**config.mk**
```make
export PLATFORM = sky130hd
export DESIGN_NAME = imem_boot_ctrl_flat
export DESIGN_NICKNAME = d
export VERILOG_FILES = /design/src/rtl/imem_boot_ctrl_pkg.sv /design/src/rtl/imem_boot_ctrl_if.sv /design/src/rtl/imem_boot_ctrl_ram.sv /design/src/rtl/imem_boot_ctrl.sv /design/src/flat_wrapper.sv
export SDC_FILE = /design/constraint.sdc
export NUM_CORES = 2
export LEC_CHECK = 0
export BUFFER_PORTS_ARGS = -buffer_cell sky130_fd_sc_hd__buf_2
export CORE_ASPECT_RATIO = 1.2
export CORE_UTILIZATION = 50
export DETAILED_ROUTE_END_ITERATION = 6
export PLACE_DENSITY = 0.76
export RECOVER_POWER = 50
export REMOVE_ABC_BUFFERS = 1
export SLEW_MARGIN = 10
export SYNTH_ARGS = -nofsm -noshare
export SYNTH_HDL_FRONTEND = slang
export SYNTH_SLANG_ARGS = --single-unit
```
**constraint.sdc**
```tcl
create_clock -name clk -period 4.6 [get_ports clk]
set_clock_uncertainty 0.05 [all_clocks]
set_input_delay 0.46 -clock clk [delete_from_list [all_inputs] [get_ports clk]]
set_output_delay 0.46 -clock clk [all_outputs]
set_load 0.005 [all_outputs]
```
**src/rtl/imem_boot_ctrl_pkg.sv**
```systemverilog
// Shared types and constants for the instruction-memory boot controller.
// Optional feature macro: IMEM_CHECKSUM_EN (see rtl/imem_boot_ctrl.sv).
package imem_boot_pkg;

  localparam int unsigned IMEM_N     = 32;
  localparam int unsigned IMEM_AW    = 6;
  localparam int unsigned IMEM_DEPTH = 64;

  // Value written into every location not covered by the program
  localparam logic [IMEM_N-1:0] IMEM_ZERO_WORD = '0;

  typedef enum logic [1:0] {
    ST_LOAD,
    ST_CLEAR,
    ST_RUN
  } boot_state_e;

  // Build the word being committed from the bytes held so far plus the
  // current byte; bytes not yet received become 0x00 (big-endian order).
  function automatic logic [31:0] pad_word(input logic [23:0] sh,
                                           input logic [1:0]  cnt,
                                           input logic [7:0]  b);
    logic [31:0] w;
    case (cnt)
      2'd0:    w = {b, 24'h000000};
      2'd1:    w = {sh[7:0], b, 16'h0000};
      2'd2:    w = {sh[15:0], b, 8'h00};
      default: w = {sh, b};
    endcase
    return w;
  endfunction

endpackage

```
**src/rtl/imem_boot_ctrl_if.sv**
```systemverilog
// Byte-serial loader handshake between the program source and the controller.
interface imem_boot_ctrl_if;

  logic       ld_valid;
  logic       ld_ready;
  logic [7:0] ld_byte;
  logic       ld_last;

  // Program source side
  modport master (
    output ld_valid,
    output ld_byte,
    output ld_last,
    input  ld_ready
  );

  // Controller side
  modport slave (
    input  ld_valid,
    input  ld_byte,
    input  ld_last,
    output ld_ready
  );

endinterface

```
**src/rtl/imem_boot_ctrl_ram.sv**
```systemverilog
// Instruction RAM: one synchronous write port, one combinational read port.
// Contents are intentionally not reset.
module imem_ram #(
  parameter int unsigned N  = 32,
  parameter int unsigned AW = 6
) (
  input  logic          clk,
  input  logic          we,
  input  logic [AW-1:0] waddr,
  input  logic [N-1:0]  wdata,
  input  logic [AW-1:0] raddr,
  output logic [N-1:0]  q
);

  logic [N-1:0] mem [2**AW];

  // Write port: commits on the clock edge
  always_ff @(posedge clk) begin
    if (we) begin
      mem[waddr] <= wdata;
    end
  end

  // Read port: zero-latency for single-cycle fetch
  always_comb begin
    q = mem[raddr];
  end

endmodule

```
**src/rtl/imem_boot_ctrl.sv**
```systemverilog
// Boot controller for the instruction memory: assembles loader bytes into
// words, zero-fills the remainder, then releases the CPU and serves fetches.
// Optional feature macro: IMEM_CHECKSUM_EN adds the ld_sum checksum port.
import imem_boot_pkg::*;

module imem_boot_ctrl #(
  parameter int unsigned N  = 32,
  parameter int unsigned AW = 6
) (
  input  logic            clk,
  input  logic            reset,
  imem_boot_ctrl_if.slave ld,
  input  logic            reload,
  input  logic [AW-1:0]   fetch_addr,
  output logic [N-1:0]    fetch_q,
  output logic            cpu_run,
  output logic            ld_err
`ifdef IMEM_CHECKSUM_EN
  ,
  output logic [N-1:0]    ld_sum
`endif
);

  boot_state_e   state_q, state_d;
  logic [AW-1:0] wptr_q, wptr_d;
  logic [1:0]    bcnt_q, bcnt_d;
  logic [23:0]   sh_q, sh_d;
  logic          err_q, err_d;
`ifdef IMEM_CHECKSUM_EN
  logic [N-1:0]  sum_q, sum_d;
`endif

  logic          accept;
  logic          we;
  logic [N-1:0]  wdata;
  logic [N-1:0]  word;
  logic [N-1:0]  ram_q;

  // Loader handshake: bytes accepted only while loading
  always_comb begin
    ld.ld_ready = (state_q == ST_LOAD);
    accept      = ld.ld_valid && ld.ld_ready;
  end

  // State and datapath registers, synchronous active-low reset (RAM excluded)
  always_ff @(posedge clk) begin
    if (!reset) begin
      state_q <= ST_LOAD;
      wptr_q  <= '0;
      bcnt_q  <= '0;
      sh_q    <= '0;
      err_q   <= 1'b0;
`ifdef IMEM_CHECKSUM_EN
      sum_q   <= '0;
`endif
    end else begin
      state_q <= state_d;
      wptr_q  <= wptr_d;
      bcnt_q  <= bcnt_d;
      sh_q    <= sh_d;
      err_q   <= err_d;
`ifdef IMEM_CHECKSUM_EN
      sum_q   <= sum_d;
`endif
    end
  end

  // Next-state, word assembly and RAM write control
  always_comb begin
    state_d = state_q;
    wptr_d  = wptr_q;
    bcnt_d  = bcnt_q;
    sh_d    = sh_q;
    err_d   = err_q;
`ifdef IMEM_CHECKSUM_EN
    sum_d   = sum_q;
`endif
    we      = 1'b0;
    wdata   = IMEM_ZERO_WORD;
    word    = pad_word(sh_q, bcnt_q, ld.ld_byte);

    unique case (state_q)
      ST_LOAD: begin
        if (accept) begin
          if (ld.ld_last || (bcnt_q == 2'd3)) begin
            we     = 1'b1;
            wdata  = word;
            wptr_d = wptr_q + 1'b1;
            bcnt_d = '0;
            sh_d   = '0;
`ifdef IMEM_CHECKSUM_EN
            sum_d  = sum_q + word;
`endif
            if (ld.ld_last) begin
              // Word 63 as the final word leaves nothing to clear
              state_d = (wptr_q == '1) ? ST_RUN : ST_CLEAR;
            end else if (wptr_q == '1) begin
              state_d = ST_RUN;
              err_d   = 1'b1;
            end
          end else begin
            bcnt_d = bcnt_q + 1'b1;
            sh_d   = {sh_q[15:0], ld.ld_byte};
          end
        end
      end

      ST_CLEAR: begin
        we     = 1'b1;
        wdata  = IMEM_ZERO_WORD;
        wptr_d = wptr_q + 1'b1;
        if (wptr_q == '1) begin
          state_d = ST_RUN;
        end
      end

      ST_RUN: begin
        if (reload) begin
          state_d = ST_LOAD;
          wptr_d  = '0;
          bcnt_d  = '0;
          sh_d    = '0;
          err_d   = 1'b0;
`ifdef IMEM_CHECKSUM_EN
          sum_d   = '0;
`endif
        end
      end

      default: begin
        state_d = ST_LOAD;
      end
    endcase
  end

  // Fetch path: CPU sees zeros and is stalled until the program is resident
  always_comb begin
    cpu_run = (state_q == ST_RUN);
    fetch_q = cpu_run ? ram_q : '0;
    ld_err  = err_q;
`ifdef IMEM_CHECKSUM_EN
    ld_sum  = sum_q;
`endif
  end

  imem_ram #(
    .N  (N),
    .AW (AW)
  ) u_ram (
    .clk   (clk),
    .we    (we),
    .waddr (wptr_q),
    .wdata (wdata),
    .raddr (fetch_addr),
    .q     (ram_q)
  );

endmodule

```
**src/flat_wrapper.sv**
```systemverilog
// flat-port wrapper written by rule: the top's interface ports become plain ports
module imem_boot_ctrl_flat 
#(
  parameter int unsigned N  = 32,
  parameter int unsigned AW = 6
)
  (clk, reset, reload, fetch_addr, fetch_q, cpu_run, ld_err, ld_ld_valid, ld_ld_byte, ld_ld_last, ld_ld_ready);
  imem_boot_ctrl_if ld_i ();
  input  logic clk;
  input  logic reset;
  input  logic reload;
  input  logic [AW-1:0] fetch_addr;
  output logic [N-1:0] fetch_q;
  output logic cpu_run;
  output logic ld_err;
  input wire logic [$bits(ld_i.ld_valid)-1:0] ld_ld_valid;
  input wire logic [$bits(ld_i.ld_byte)-1:0] ld_ld_byte;
  input wire logic [$bits(ld_i.ld_last)-1:0] ld_ld_last;
  output wire logic [$bits(ld_i.ld_ready)-1:0] ld_ld_ready;
  assign ld_i.ld_valid = ld_ld_valid;
  assign ld_i.ld_byte = ld_ld_byte;
  assign ld_i.ld_last = ld_ld_last;
  assign ld_ld_ready = ld_i.ld_ready;
  imem_boot_ctrl #(.N(N), .AW(AW)) u_core (.clk(clk), .reset(reset), .ld(ld_i), .reload(reload), .fetch_addr(fetch_addr), .fetch_q(fetch_q), .cpu_run(cpu_run), .ld_err(ld_err));
endmodule
```
==> metrics.md <==
| Metric | Value |
|---|---|
| Status | finished, violations left |
| Failing checks | max-capacitance violations, max-slew violations |
| Layout cells sized above 1 | 0.290 |
| Crit path buf inv count | 2 |
| Largest net degree at the start of global routing | 65 |
| Critical path's slowest cell | nor2_1 |
| R2R Path Start | u_core.bcnt_q[0]$_SDFFE_PN0P_ |
| Crit-path cells | ha_1, o21a_1, nor2_1, nor2_1, nand3_1, clkbuf_1, nor2_1, clkbuf_2 |
| Clk root buf | clkbuf_16 |
| CTS sink count | 2,083 |
| Synthesized cell area | 0.0802 sq mm |
| Gr usage total | 0.263 |
| H-tree levels | 4 |
| Fill cells | 11,150 |
| Die area | 0.162 sq mm |
| Top-Level Pins | 54 |
| Fmax | 222 MHz |
| Wire length of the first global-routing pass | 299,000 microns |
| CTS tree | done |
| Drt pass-1 iters | 6 |
| Reg2reg end | u_core.u_ram.mem[3][26]$_DFFE_PP_ |
| Worst-Margin Slew | 2.45 ns |
| Commonest non-fill, non-tap cell in the layout | edfxtp_1 |
| Setup violators final | 0 |
| GPL Wtd Cong | 0.843 |
| Synth Flop Type | edfxtp_1 |
| Post-DR wirelength/cell | 35.4 microns |
| Core region area | 0.159 sq mm |
| Worst Path Required | 4.97 ns |
| Post-DRT Antenna Nets | 0 |
| Slew Limit Fails | 737 |
| Synth Register Bits | 2,083 |
| Clk Latency, worst-skew pair | 0.80 ns |
| Hold Crit Start | reset |
| Nets | 3,842 |
| Minimum clock period | 4.51 ns |
| Residual DRC count | 0 |
| Crit path kind | flip-flop to flip-flop |
| Finished layout cell area | 0.0900 sq mm |
| Initial core utilization | 0.505 |
| Clock Pin Slew Worst Setup and Hold Paths | 0.07 ns |
| Vias/cell | 6.74 |
| Die height | 441 microns |
| Cell depth of the worst flop-to-flop path | 8 |
| R2r setup slk | 0.09 ns |
| CP top delay family | simple AND/OR/NAND/NOR gates |
| Most frequent CP cell | nor2_1 |
| Most frequent cells in the layout | edfxtp_1 (2,048), mux4_2 (567), clkbuf_16 (178), buf_4 (155), nor2_1 (105) |
| I/O Buffers | 53 |
| Startpoint types | flip-flop |
| Sequential share of the synthesized area | 0.775 |
| Hold path depth | 2 |
| HPWL Detailed | 121,000 microns |
| Placed Area | 0.0849 sq mm |
| DIE WIDTH | 368 microns |
| Post-layout util | 0.566 |
| Syn Area/Cell | 22.6 sq um |
| Setup TNS | 0 ns |
| Via count | 40,895 |
| Maximum Capacitance Violations | 33 |
| Mapped Cells | 3,548 |
| Routed WL | 215,000 microns |
| P per Cell Area | 408 mW/mm^2 |
| WHS Endpoint | u_core.wptr_q[0]$_SDFFE_PN0P_ |
| Total CTS buffers | 175 |
| Initial antenna violation count | 15 |
| Maximum clock path buffer count | 3 |
| Vias in the first global route | 40,738 |
| Synth unique cells | 50 |
| Syn-to-layout area delta | 12.2% |
| Std-Cell Rows | 160 |
| Max incr delay on CP | 1.61 ns |
| Worst EP arrival | 4.88 ns |
| DRT iter0 DRCs | 6,919 |
| Max transition margin | -0.639 |
| Total grt overflow | 0 |
| CP Capture Type | flip-flop |
| Worst VDD drop | 0.340 mV |
| Hold Vio Cnt, Final | 0 |
| Final Cycle Share | 0.981 |
| YS warnings | 0 |
| RSZ-0062 raised after global routing | no |
| Async set or reset register ratio after synthesis | 0 |
| HP Class | input pin to flip-flop |
| Crit-path max FO | 15 |
| Leakage | 28.4 nW |
| Number of synthesized flops with an enable pin | 2,048 |
[metal layers]
metal,up-vias,part of all wire,track usage
met3,631,0.11,0.0504
li1,15610,-,-
met1,21391,0.34,0.334
met4,8,0.051,0.118
met5,-,0.00020,0
met2,3255,0.50,0.444
[per-stage QoR]
step	hold slack (ns)	total power [mW]	setup slack (ns)	instances
floorplan	0.391	21.8	0.303	3352
finish	0.136	36.7	0.0858	6068
global placement	0.401	22.5	0.462	5732
CTS	0.106	36.7	0.105	6062
detailed placement	0.416	22.6	0.479	5732
global route	0.137	37.4	0.0296	6067
[repair_timing]
action,in CTS,in global routing
endpoints found under the setup margin,1,0
endpoints found under the hold margin,10,0
hold buffers,11,0
buffers inserted,0,0
gates resized for setup,1,0
[logic make-up after synthesis]
kind of cell / count (synthesis) / synth area share
compound gates: 240 / 0.0206
xor+xnor: 4 / 0.000437
fa+ha+maj: 5 / 0.000780
buf+inv: 201 / 0.0120
flops: 2083 / 0.775
mux: 664 / 0.171
simple gates: 351 / 0.0196
[how the worst max path moves through the flow]
stage | start | cells after the start | to | slack [ns]
after floorplan | u_core.bcnt_q[0]$_SDFFE_PN0P_ | 3 | u_core.u_ram.mem[0][10]$_DFFE_PP_ | 0.30
after CTS | u_core.state_q[1]$_SDFFE_PN0P_ | 7 | fetch_q[22] | 0.11
after global placement | fetch_addr[1] | 8 | fetch_q[22] | 0.46
final | u_core.bcnt_q[0]$_SDFFE_PN0P_ | 8 | u_core.u_ram.mem[3][26]$_DFFE_PP_ | 0.09
after global routing | u_core.bcnt_q[0]$_SDFFE_PN0P_ | 8 | u_core.u_ram.mem[3][3]$_DFFE_PP_ | 0.03
after detailed placement | fetch_addr[1] | 8 | fetch_q[22] | 0.48
[cell usage after synthesis (all sizes together) (2+ instances only)]
master,instances,area share
nand2b,13,0.0010
a211o,3,0.00033
nand2,75,0.0035
o21a,2,0.00019
mux4,567,0.16
a222oi,8,0.0010
mux2i,88,0.011
ha,5,0.00078
a21boi,27,0.0025
o211ai,12,0.0011
a31oi,9,0.00070
o221ai,2,0.00022
a32oi,6,0.00065
nor3,19,0.0012
and2,13,0.0010
a211oi,6,0.00056
nand3b,2,0.00019
buf,119,0.0082
o21ai,9,0.00056
or2,5,0.00039
o22ai,23,0.0018
or3,2,0.00016
nor3b,2,0.00019
a22oi,61,0.0057
nor2b,13,0.0010
nor4,8,0.00062
clkbuf,77,0.0036
nor2,150,0.0070
and3,3,0.00023
a21oi,56,0.0035
a22o,4,0.00044
a2111oi,8,0.00087
nand3,42,0.0026
edfxtp,2048,0.77
dfxtp,35,0.0087
xnor2,4,0.00044
mux2,9,0.0013
inv,4,0.00019
[flip-flops by register name, summed over array words and instances (netlist names)]
name and cells:
u_core.u_ram.mem 2048, u_core.sh_q 24, u_core.wptr_q 6, u_core.bcnt_q 2, u_core.state_q 2, u_core.ld_err 1
[power by group]
part	switching [mW]	internal (mW)	total, mW
sequential	0.0217	20.7	20.7
clock	6.63	7.86	14.5
combinational	0.888	0.626	1.51
[area by class of cell]
type | count | area, sq um | share of cell area
sequential | 2083 | 62200 | 0.691
multi-input combinational | 1264 | 17300 | 0.192
clock buffer | 214 | 4600 | 0.0511
tap | 2106 | 2640 | 0.0293
timing repair buffer | 289 | 2340 | 0.0260
clock inverter | 105 | 878 | 0.00976
inverter | 5 | 21.3 | 0.000236
antenna | 2 | 5.00 | 0.0000556
(Power assumes the default switching activity.)
